==> config.mk <==
export PLATFORM = sky130hd
export DESIGN_NAME = mem_req_arbiter
export DESIGN_NICKNAME = d
export VERILOG_FILES = /design/src/rtl/mem_req_arbiter.sv
export SDC_FILE = /design/constraint.sdc
export NUM_CORES = 1
export LEC_CHECK = 0
export CAP_MARGIN = 30
export CORE_AREA = 2 2 673 675
export DETAILED_ROUTE_END_ITERATION = 8
export DIE_AREA = 0 0 675 677
export PLACE_DENSITY = 0.3
export SKIP_LAST_GASP = 1
export SLEW_MARGIN = 20
export SYNTH_ARGS = -nofsm -noshare
export SYNTH_HDL_FRONTEND = slang
export SYNTH_SLANG_ARGS = --single-unit
==> constraint.sdc <==
create_clock -name clk -period 4.51 [get_ports clk]
set_input_delay 0.451 -clock clk [delete_from_list [all_inputs] [get_ports clk]]
set_output_delay 0.451 -clock clk [all_outputs]
set_load 0.03 [all_outputs]
==> src/rtl/mem_req_arbiter.sv <==
// Round-robin arbiter feeding four memory requesters into a DDR2 address/write-data FIFO pair.
// Define VIDEO_PRIORITY_EN to give requester 0 (video) fixed priority over the round-robin.
module mem_req_arbiter (
  input  logic          clk,
  input  logic          rst_n,
  input  logic [3:0]    req_valid,
  output logic [3:0]    req_ready,
  input  logic [3:0]    req_rnw,
  input  logic [123:0]  req_addr,
  input  logic [1023:0] req_wdata,
  input  logic [127:0]  req_wmask,
  output logic          af_wr_en,
  output logic [30:0]   af_addr_din,
  output logic [2:0]    af_cmd_din,
  input  logic          af_full,
  output logic          wdf_wr_en,
  output logic [127:0]  wdf_din,
  output logic [15:0]   wdf_mask_din,
  input  logic          wdf_full,
  input  logic          rdf_valid,
  input  logic [127:0]  rdf_dout,
  output logic [3:0]    resp_valid,
  output logic [127:0]  resp_data
);

  typedef enum logic [0:0] {StIdle, StWr2} state_e;

  state_e       state_q, state_d;
  logic [1:0]   rr_ptr_q, rr_ptr_d;
  logic [1:0]   tag_mem_q [8];
  logic [2:0]   tag_wr_ptr_q, tag_wr_ptr_d;
  logic [2:0]   tag_rd_ptr_q, tag_rd_ptr_d;
  logic [3:0]   tag_cnt_q, tag_cnt_d;
  logic         beat_q, beat_d;
  logic [127:0] beat1_q, beat1_d;
  logic [15:0]  mask1_q, mask1_d;

  logic         tag_full, tag_empty, tag_push, tag_pop;
  logic [3:0]   elig;
  logic         grant_vld;
  logic [1:0]   grant_idx;
  logic [1:0]   idx;

  assign tag_full  = (tag_cnt_q == 4'd8);
  assign tag_empty = (tag_cnt_q == 4'd0);

  always_comb begin
    for (int i = 0; i < 4; i++) begin
      elig[i] = req_valid[i] & ~af_full & (req_rnw[i] ? ~tag_full : ~wdf_full);
    end
  end

  // Search starts at the requester after the previous grant.
  always_comb begin
    grant_vld = 1'b0;
    grant_idx = 2'd0;
    idx       = 2'd0;
    for (int k = 0; k < 4; k++) begin
      idx = rr_ptr_q + 2'(k);
      if (!grant_vld && elig[idx]) begin
        grant_vld = 1'b1;
        grant_idx = idx;
      end
    end
`ifdef VIDEO_PRIORITY_EN
    if (elig[0]) begin
      grant_vld = 1'b1;
      grant_idx = 2'd0;
    end
`endif
  end

  always_comb begin
    state_d      = state_q;
    rr_ptr_d     = rr_ptr_q;
    beat1_d      = beat1_q;
    mask1_d      = mask1_q;
    beat_d       = beat_q;
    tag_push     = 1'b0;
    tag_pop      = 1'b0;
    req_ready    = '0;
    af_wr_en     = 1'b0;
    af_addr_din  = '0;
    af_cmd_din   = 3'b000;
    wdf_wr_en    = 1'b0;
    wdf_din      = '0;
    wdf_mask_din = '0;
    resp_valid   = '0;
    resp_data    = rdf_dout;

    unique case (state_q)
      StIdle: begin
        if (grant_vld) begin
          req_ready[grant_idx] = 1'b1;
          af_wr_en             = 1'b1;
          af_addr_din          = req_addr[31*grant_idx +: 31];
`ifdef VIDEO_PRIORITY_EN
          if (grant_idx != 2'd0) rr_ptr_d = grant_idx + 2'd1;
`else
          rr_ptr_d = grant_idx + 2'd1;
`endif
          if (req_rnw[grant_idx]) begin
            af_cmd_din = 3'b001;
            tag_push   = 1'b1;
          end else begin
            wdf_wr_en    = 1'b1;
            wdf_din      = req_wdata[256*grant_idx +: 128];
            wdf_mask_din = req_wmask[32*grant_idx +: 16];
            beat1_d      = req_wdata[256*grant_idx + 128 +: 128];
            mask1_d      = req_wmask[32*grant_idx + 16 +: 16];
            state_d      = StWr2;
          end
        end
      end
      StWr2: begin
        if (!wdf_full) begin
          wdf_wr_en    = 1'b1;
          wdf_din      = beat1_q;
          wdf_mask_din = mask1_q;
          state_d      = StIdle;
        end
      end
      default: state_d = StIdle;
    endcase

    // A beat with no outstanding tag is dropped without touching FIFO state.
    if (rdf_valid && !tag_empty) begin
      resp_valid[tag_mem_q[tag_rd_ptr_q]] = 1'b1;
      beat_d  = ~beat_q;
      tag_pop = beat_q;
    end

    if (!rst_n) begin
      req_ready    = '0;
      af_wr_en     = 1'b0;
      af_addr_din  = '0;
      af_cmd_din   = 3'b000;
      wdf_wr_en    = 1'b0;
      wdf_din      = '0;
      wdf_mask_din = '0;
      resp_valid   = '0;
      resp_data    = '0;
    end
  end

  always_comb begin
    tag_wr_ptr_d = tag_push ? tag_wr_ptr_q + 3'd1 : tag_wr_ptr_q;
    tag_rd_ptr_d = tag_pop  ? tag_rd_ptr_q + 3'd1 : tag_rd_ptr_q;
    case ({tag_push, tag_pop})
      2'b10:   tag_cnt_d = tag_cnt_q + 4'd1;
      2'b01:   tag_cnt_d = tag_cnt_q - 4'd1;
      default: tag_cnt_d = tag_cnt_q;
    endcase
  end

  always_ff @(posedge clk or negedge rst_n) begin
    if (!rst_n) begin
      state_q      <= StIdle;
      rr_ptr_q     <= 2'd0;
      tag_wr_ptr_q <= 3'd0;
      tag_rd_ptr_q <= 3'd0;
      tag_cnt_q    <= 4'd0;
      beat_q       <= 1'b0;
      beat1_q      <= '0;
      mask1_q      <= '0;
      for (int i = 0; i < 8; i++) tag_mem_q[i] <= 2'd0;
    end else begin
      state_q      <= state_d;
      rr_ptr_q     <= rr_ptr_d;
      tag_wr_ptr_q <= tag_wr_ptr_d;
      tag_rd_ptr_q <= tag_rd_ptr_d;
      tag_cnt_q    <= tag_cnt_d;
      beat_q       <= beat_d;
      beat1_q      <= beat1_d;
      mask1_q      <= mask1_d;
      if (tag_push) tag_mem_q[tag_wr_ptr_q] <= grant_idx;
    end
  end

endmodule

# Word level (Yosys, flattened, before mapping)
# Cells that the tools add are included.
[word_totals]
ff_bits = 174
latchBits = 0
ramBits = 0
romBits = 0
output_inout_bits = 316
word_cells = 147
memories = 0
[op_classes]
n_addsub = 10
n_mul = 1
div_mod_pow = 0
n_lt_le_gt_ge = 11
n_eq_ne = 3
n_shift = 5
n_mux = 70
bitwise = 16
reduce_logical = 15
[ops]
columns = ["op", "count"]
rows = [
  ["$shiftx A1024 B11 Y128", 1],
  ["$shiftx A1024 B12 Y128", 1],
  ["$mux W128", 5],
  ["$pmux W128 S2", 1],
  ["$shiftx A128 B8 Y16", 1],
  ["$shiftx A128 B9 Y16", 1],
  ["$shiftx A124 B8 Y31", 1],
  ["$mux W31", 3],
  ["$mux W16", 4],
  ["$pmux W16 S2", 1],
  ["$mux W1", 30],
  ["$mux W4", 5],
  ["$lt A2 B3 Y1 const B", 6],
  ["$bwmux W16", 1],
  ["$mux W2", 7],
  ["$add A10 B8 Y11 const B", 1],
  ["$bmux W1 S2", 5],
  ["$add A7 B5 Y8 const B", 1],
  ["$and A1 B1 Y1", 8],
  ["$ge A4 B4 Y1 const B", 2],
  ["$not A3 Y4", 2],
  ["$pmux W4 S2", 1],
  ["$logic_and A1 B1 Y1", 7],
  ["$mul A5 B2 Y7 const A", 1],
  ["other kinds (21)", 35],
]

# Logic depth before layout (Yosys ltp)
[logic_depth]
depth_word = 23
mapped_depth = 17

# Worst setup path before layout
# Ideal clock, no wire load.
[synth_path]
path_type = "reg-to-output"
startpoint = "reg tag_cnt_q[1]"
endpoint = "out af_addr_din[28]"
arrival_time_ps = 3212
t_required_ps = 4059
setup_slack_ps = 847
path_stages_with_launch = 12
path_buffers = 4
cell_sequence = "dfrtp_1 > buf_2 > or4b_4 > o2111ai_2 > o21ai_1 > a21oi_2 > buf_4 > buf_2 > clkbuf_1 > nand2_1 > and3_1 > a311oi_1"
[synth_via]
elab_chain_cells = 21
[synth_lines]
columns = ["item", "line_no", "source"]
rows = [
  ["start, declared", "33", "logic [3:0] tag_cnt_q, tag_cnt_d;"],
  ["start signal, assigned", "172", "tag_cnt_q <= tag_cnt_d;"],
  ["$eq A4 B4 Y1 (*)", "44", "assign tag_full = (tag_cnt_q == 4'd8);"],
  ["$not A1 Y1 (*)", "49", "elig[i] = req_valid[i] & ~af_full & (req_rnw[i] ? ~tag_full : ~wdf_full);"],
  ["$mux W1", "49", ""],
  ["$and A1 B1 Y1", "49", ""],
  ["$bmux W1 S2", "60", "if (!grant_vld && elig[idx]) begin"],
  ["$mux W1 (not written as such)", "60", ""],
  ["$mux W1", "60", ""],
  ["$logic_not A1 Y1", "60", ""],
  ["[... 5 more ...]", "n/a", ""],
  ["$logic_not A1 Y1", "60", ""],
  ["$logic_and A1 B1 Y1", "60", ""],
  ["$mux W2", "60", ""],
  ["$mul A5 B2 Y7", "96", "af_addr_din = req_addr[31*grant_idx +: 31];"],
  ["$shiftx A124 B8 Y31", "96", ""],
  ["$mux W31 (*)", "93", "if (grant_vld) begin"],
  ["$mux W31 (*)", "91", "unique case (state_q)"],
  ["$mux W31 (*)", "133", "if (!rst_n) begin"],
  ["end, declared", "13", "output logic [30:0] af_addr_din,"],
]
# Mark *: on every way between the ends. The rest lies on a longest branch, timed or not. The select of a mux whose other input is x is not followed.

# Worst setup path after layout
[layout_path]
startpoint = "reg tag_cnt_q[1]"
endpoint = "out wdf_din[57]"
[layout_via]
elab_chain_cells = 22
[layout_lines]
columns = ["item", "line_no", "source"]
rows = [
  ["$eq A4 B4 Y1 (*)", "44", ""],
  ["$not A1 Y1 (*)", "49", ""],
  ["branches (longest 17 deep; another with $bmux W1 S2)", "n/a", ""],
  ["$mux W128 (*)", "93", ""],
  ["$pmux W128 S2 (*)", "91", ""],
  ["$mux W128 (*)", "133", ""],
  ["end, declared", "17", "output logic [127:0] wdf_din,"],
]
# Every way passes the cells marked *. The select of a mux whose other input is x is not followed.

==> impl_metrics.py <==
metrics = {
    "clock_tree": {
        "max-clock-path-buffers": 3,
        "clock_latency_ns": 0.64,
        "tritoncts": "done",
        "numCtsBuffers": 21,
        "clkSlewWorstSetupHoldPaths_ns": 0.12,
        "cts-root-buf": "clkbuf_16",
        "numClockSinks": 174,
        "cts.htree.levels": 4,
    },
    "synthesis": {
        "synth.area.top_cells": "nand2_1 (30%), dfrtp_1 (22%), nand3_1 (18%)",
        "synth_common_cells": "nand2_1 (1579), nand3_1 (723), clkbuf_1 (207), dfrtp_1 (174), nor2b_1 (149)",
        "synth_edf_count": 0,
        "synth_top_area_share_pct": 29.9,
        "seq_area_frac_synth_pct": 22.0,
        "syn_area_per_cell_um2": 5.82,
        "ys.flop_type": "dfrtp_1",
        "synth_top_cell_by_area": "nand2_1",
        "async_reset_ff_share_pct": 100,
        "synth.most_common_cell": "nand2_1",
        "syn_inst": 3405,
        "ys_types": 50,
        "syn_area_um2": 19800,
        "ys_ff_latch": 174,
        "yosysWarnings": 0,
    },
    "global_routing": {
        "antenna_found_initial": 235,
        "grt_max_degree": 105,
        "grt_pass1_wl_mm": 442,
        "grtUsageTotal_pct": 15.3,
        "grt_overflow": 0,
        "grt_pass1_vias": 34800,
    },
    "timing": {
        "finalWorstSetupSlack_ns": -0.0367,
        "tightest_slew_ns": 0.928,
        "clock_skew_ns": 0.0437,
        "rsz0062_at_grt": "true",
        "fmax_mhz": 220,
        "min_period_over_period_pct": 101,
        "max-slew-margin-rel_pct": 37.9,
        "setup_viol": 4,
        "hold_ws_ns": 0.432,
        "period_needed_ns": 4.55,
        "final_hold_viol_count": 0,
        "drv_slew": 0,
    },
    "route": {
        "drcViolationCount": 0,
        "drt_iter0_drc": 2763,
        "antenna_left": 0,
        "wl_mm": 366,
        "num_vias": 34700,
        "wl_per_cell_um": 32.4,
        "first_pass_iters": 7,
        "viasPerCell": 3.08,
    },
    "pwr": {
        "power_mw": 18.4,
        "netSwitchingPower_mw": 9.70,
        "powerDensity_nw_per_um2": 353,
        "ir_drop_mv": 0.191,
        "clkPwrFrac_pct": 10.8,
        "p_comb_share_pct": 71.8,
        "seq_power_share_pct": 17.3,
        "intPower_mw": 8.65,
        "leakage_nw": 19.4,
        "netSwitchingFraction_pct": 52.8,
    },
    "run": {
        "cap_violations": 0,
    },
    "floorplan": {
        "fp.dieArea_um2": 457000,
        "ios": 1733,
        "core_area_um2": 451000,
        "start_util_pct": 4.40,
        "die_h_um": 677,
        "std_cell_rows": 247,
        "die_w_um": 675,
    },
    "critical_path": {
        "required_ns": 4.06,
        "ff2ff_path_depth": 15,
        "crit_path_end_kind": "output port",
        "start_kind": "flip-flop",
        "critPathKind": "flip-flop to output port",
        "cp_max_fo": 14,
        "arrival_ns": 4.10,
    },
    "final_layout": {
        "fillCellCount": 52300,
        "fin_nets": 6619,
        "drive_gt1_share_pct": 16.0,
        "seqCellArea_um2": 4360,
        "multi_input_area_um2": 15800,
        "area_growth_pct": 162,
    },
    "outcome": {
        "violations": "negative setup slack",
        "status": "finished, violations left",
    },
    "hold_path": {
        "hp-class": "input port to async pin",
    },
    "place": {
        "numPortBuffers": 1730,
        "place_hpwl_mm": 316,
        "gp_congestion": 0.963,
    },
}
-- cells by family after synthesis --
family,Yosys count,share of synthesized area (%)
AOI/OAI and AO/OA,215,9.28
buffers and inverters,325,7.24
other,1,0.0189
xor gates and xnor gates,10,0.442
DFF,174,22.0
and+or+nand+nor,2649,59.0
adders and majority gates,9,0.568
muxes,22,1.45
-- metal layers --
metal / wire (um) / track usage (%) / vias up
met1: 156000 / 19.3 / 17200
met3: 33300 / 5.01 / 416
met2: 167000 / 24.9 / 1885
li1: - / - / 15100
met5: 565 / 0 / -
met4: 9420 / 3.56 / 84
-- layout make-up --
cell class                      count  share of cell area (%)
Clock buffer                       23                    1.04
Clock inverter                      8                   0.147
Timing Repair Buffer             2081                    45.0
Inverter                            8                   0.104
Multi-Input combinational cell   2907                    30.4
Tap cell                         5976                    14.4
Sequential cell                   174                    8.39
Antenna cell                      111                   0.534
-- worst max-delay path, stage by stage (launching register included) --
cell and delay (ns):
dfrtp_2 0.43, or4b_4 0.58, o2111ai_4 0.22, o21ai_2 0.11, a21oi_4 0.25, mux2i_2 0.27
buf_4 0.16, o22ai_4 0.07, buf_12 0.15, buf_16 0.16, buf_16 0.26, a32oi_1 0.38
nor2b_1 0.14, buf_12 0.16
-- per-stage QoR --
stage | cells | utilization, % | TNS [ns] | instance area, um^2 | worst slack [ns]
final | 11300 | 11.5 | -0.127 | 52000 | -0.0367
after global routing | 11200 | 11.5 | -11.56 | 51900 | -0.170
after CTS | 11200 | 11.3 | -9.78 | 50800 | -0.174
after detailed placement | 11100 | 10.6 | -19.60 | 48000 | -0.629
after global placement | 11100 | 10.6 | -37.39 | 47900 | -0.932
after floorplan | 3406 | - | 0 | 19800 | 0.847
-- sequential cells by signal, summed over array words and instances, names as in the netlist --
name / cells
beat_q: 1
rr_ptr_q: 2
state_q: 1
tag_cnt_q: 4
tag_wr_ptr_q: 3
tag_mem_q: 16
mask1_q: 16
beat1_q: 128
tag_rd_ptr_q: 3
-- power groups by stage --
stage	logic, mW	clock network, mW	registers, mW
floorplan	4.57	0	2.65
global placement	11.9	0	3.12
detailed placement	11.9	0	3.12
CTS	13.1	2.16	3.15
global route	14.1	2.17	3.25
finish	13.2	1.99	3.18
-- cells in the final DEF, fill, tap and decap left out, types with 12 or more instances in the layout --
master,instances
a311oi_1,26
a32oi_1,77
a32oi_2,32
a32oi_4,36
and2_1,128
and3_1,34
buf_12,233
buf_16,27
buf_4,223
buf_6,28
clkbuf_16,25
clkdlybuf4s50_1,1548
dfrtp_1,171
diode_2,111
mux2_2,12
nand2_1,1571
nand3_1,682
nand3_2,27
nand3_4,14
nor2_1,18
nor2b_1,34
nor2b_2,88
nor2b_4,27
-- repair_timing --
item,4_1_cts,5_1_grt
hold buffers,1,0
resized for setup,279,135
pin swaps,15,22
cloned,15,4
setup buffers,37,27
endpoints found under the hold margin,2,0
setup endpoints to repair,177,167
-- final timing paths --
| path | from | endpoint | slack (ns) |
|---|---|---|---|
| min in group clk | beat_q | beat_q | 0.47 |
| max in group asynchronous | rst_n | tag_cnt_q[2] | 2.84 |
| hold / removal | rst_n | mask1_q[8] | 0.43 |
| setup reg to reg | tag_cnt_q[1] | tag_cnt_q[3] | 0.56 |
| setup / recovery | tag_cnt_q[1] | wdf_din[57] | -0.04 |
| hold reg to reg | beat_q | beat_q | 0.47 |
Note: power is estimated with default switching activity, not from simulation.
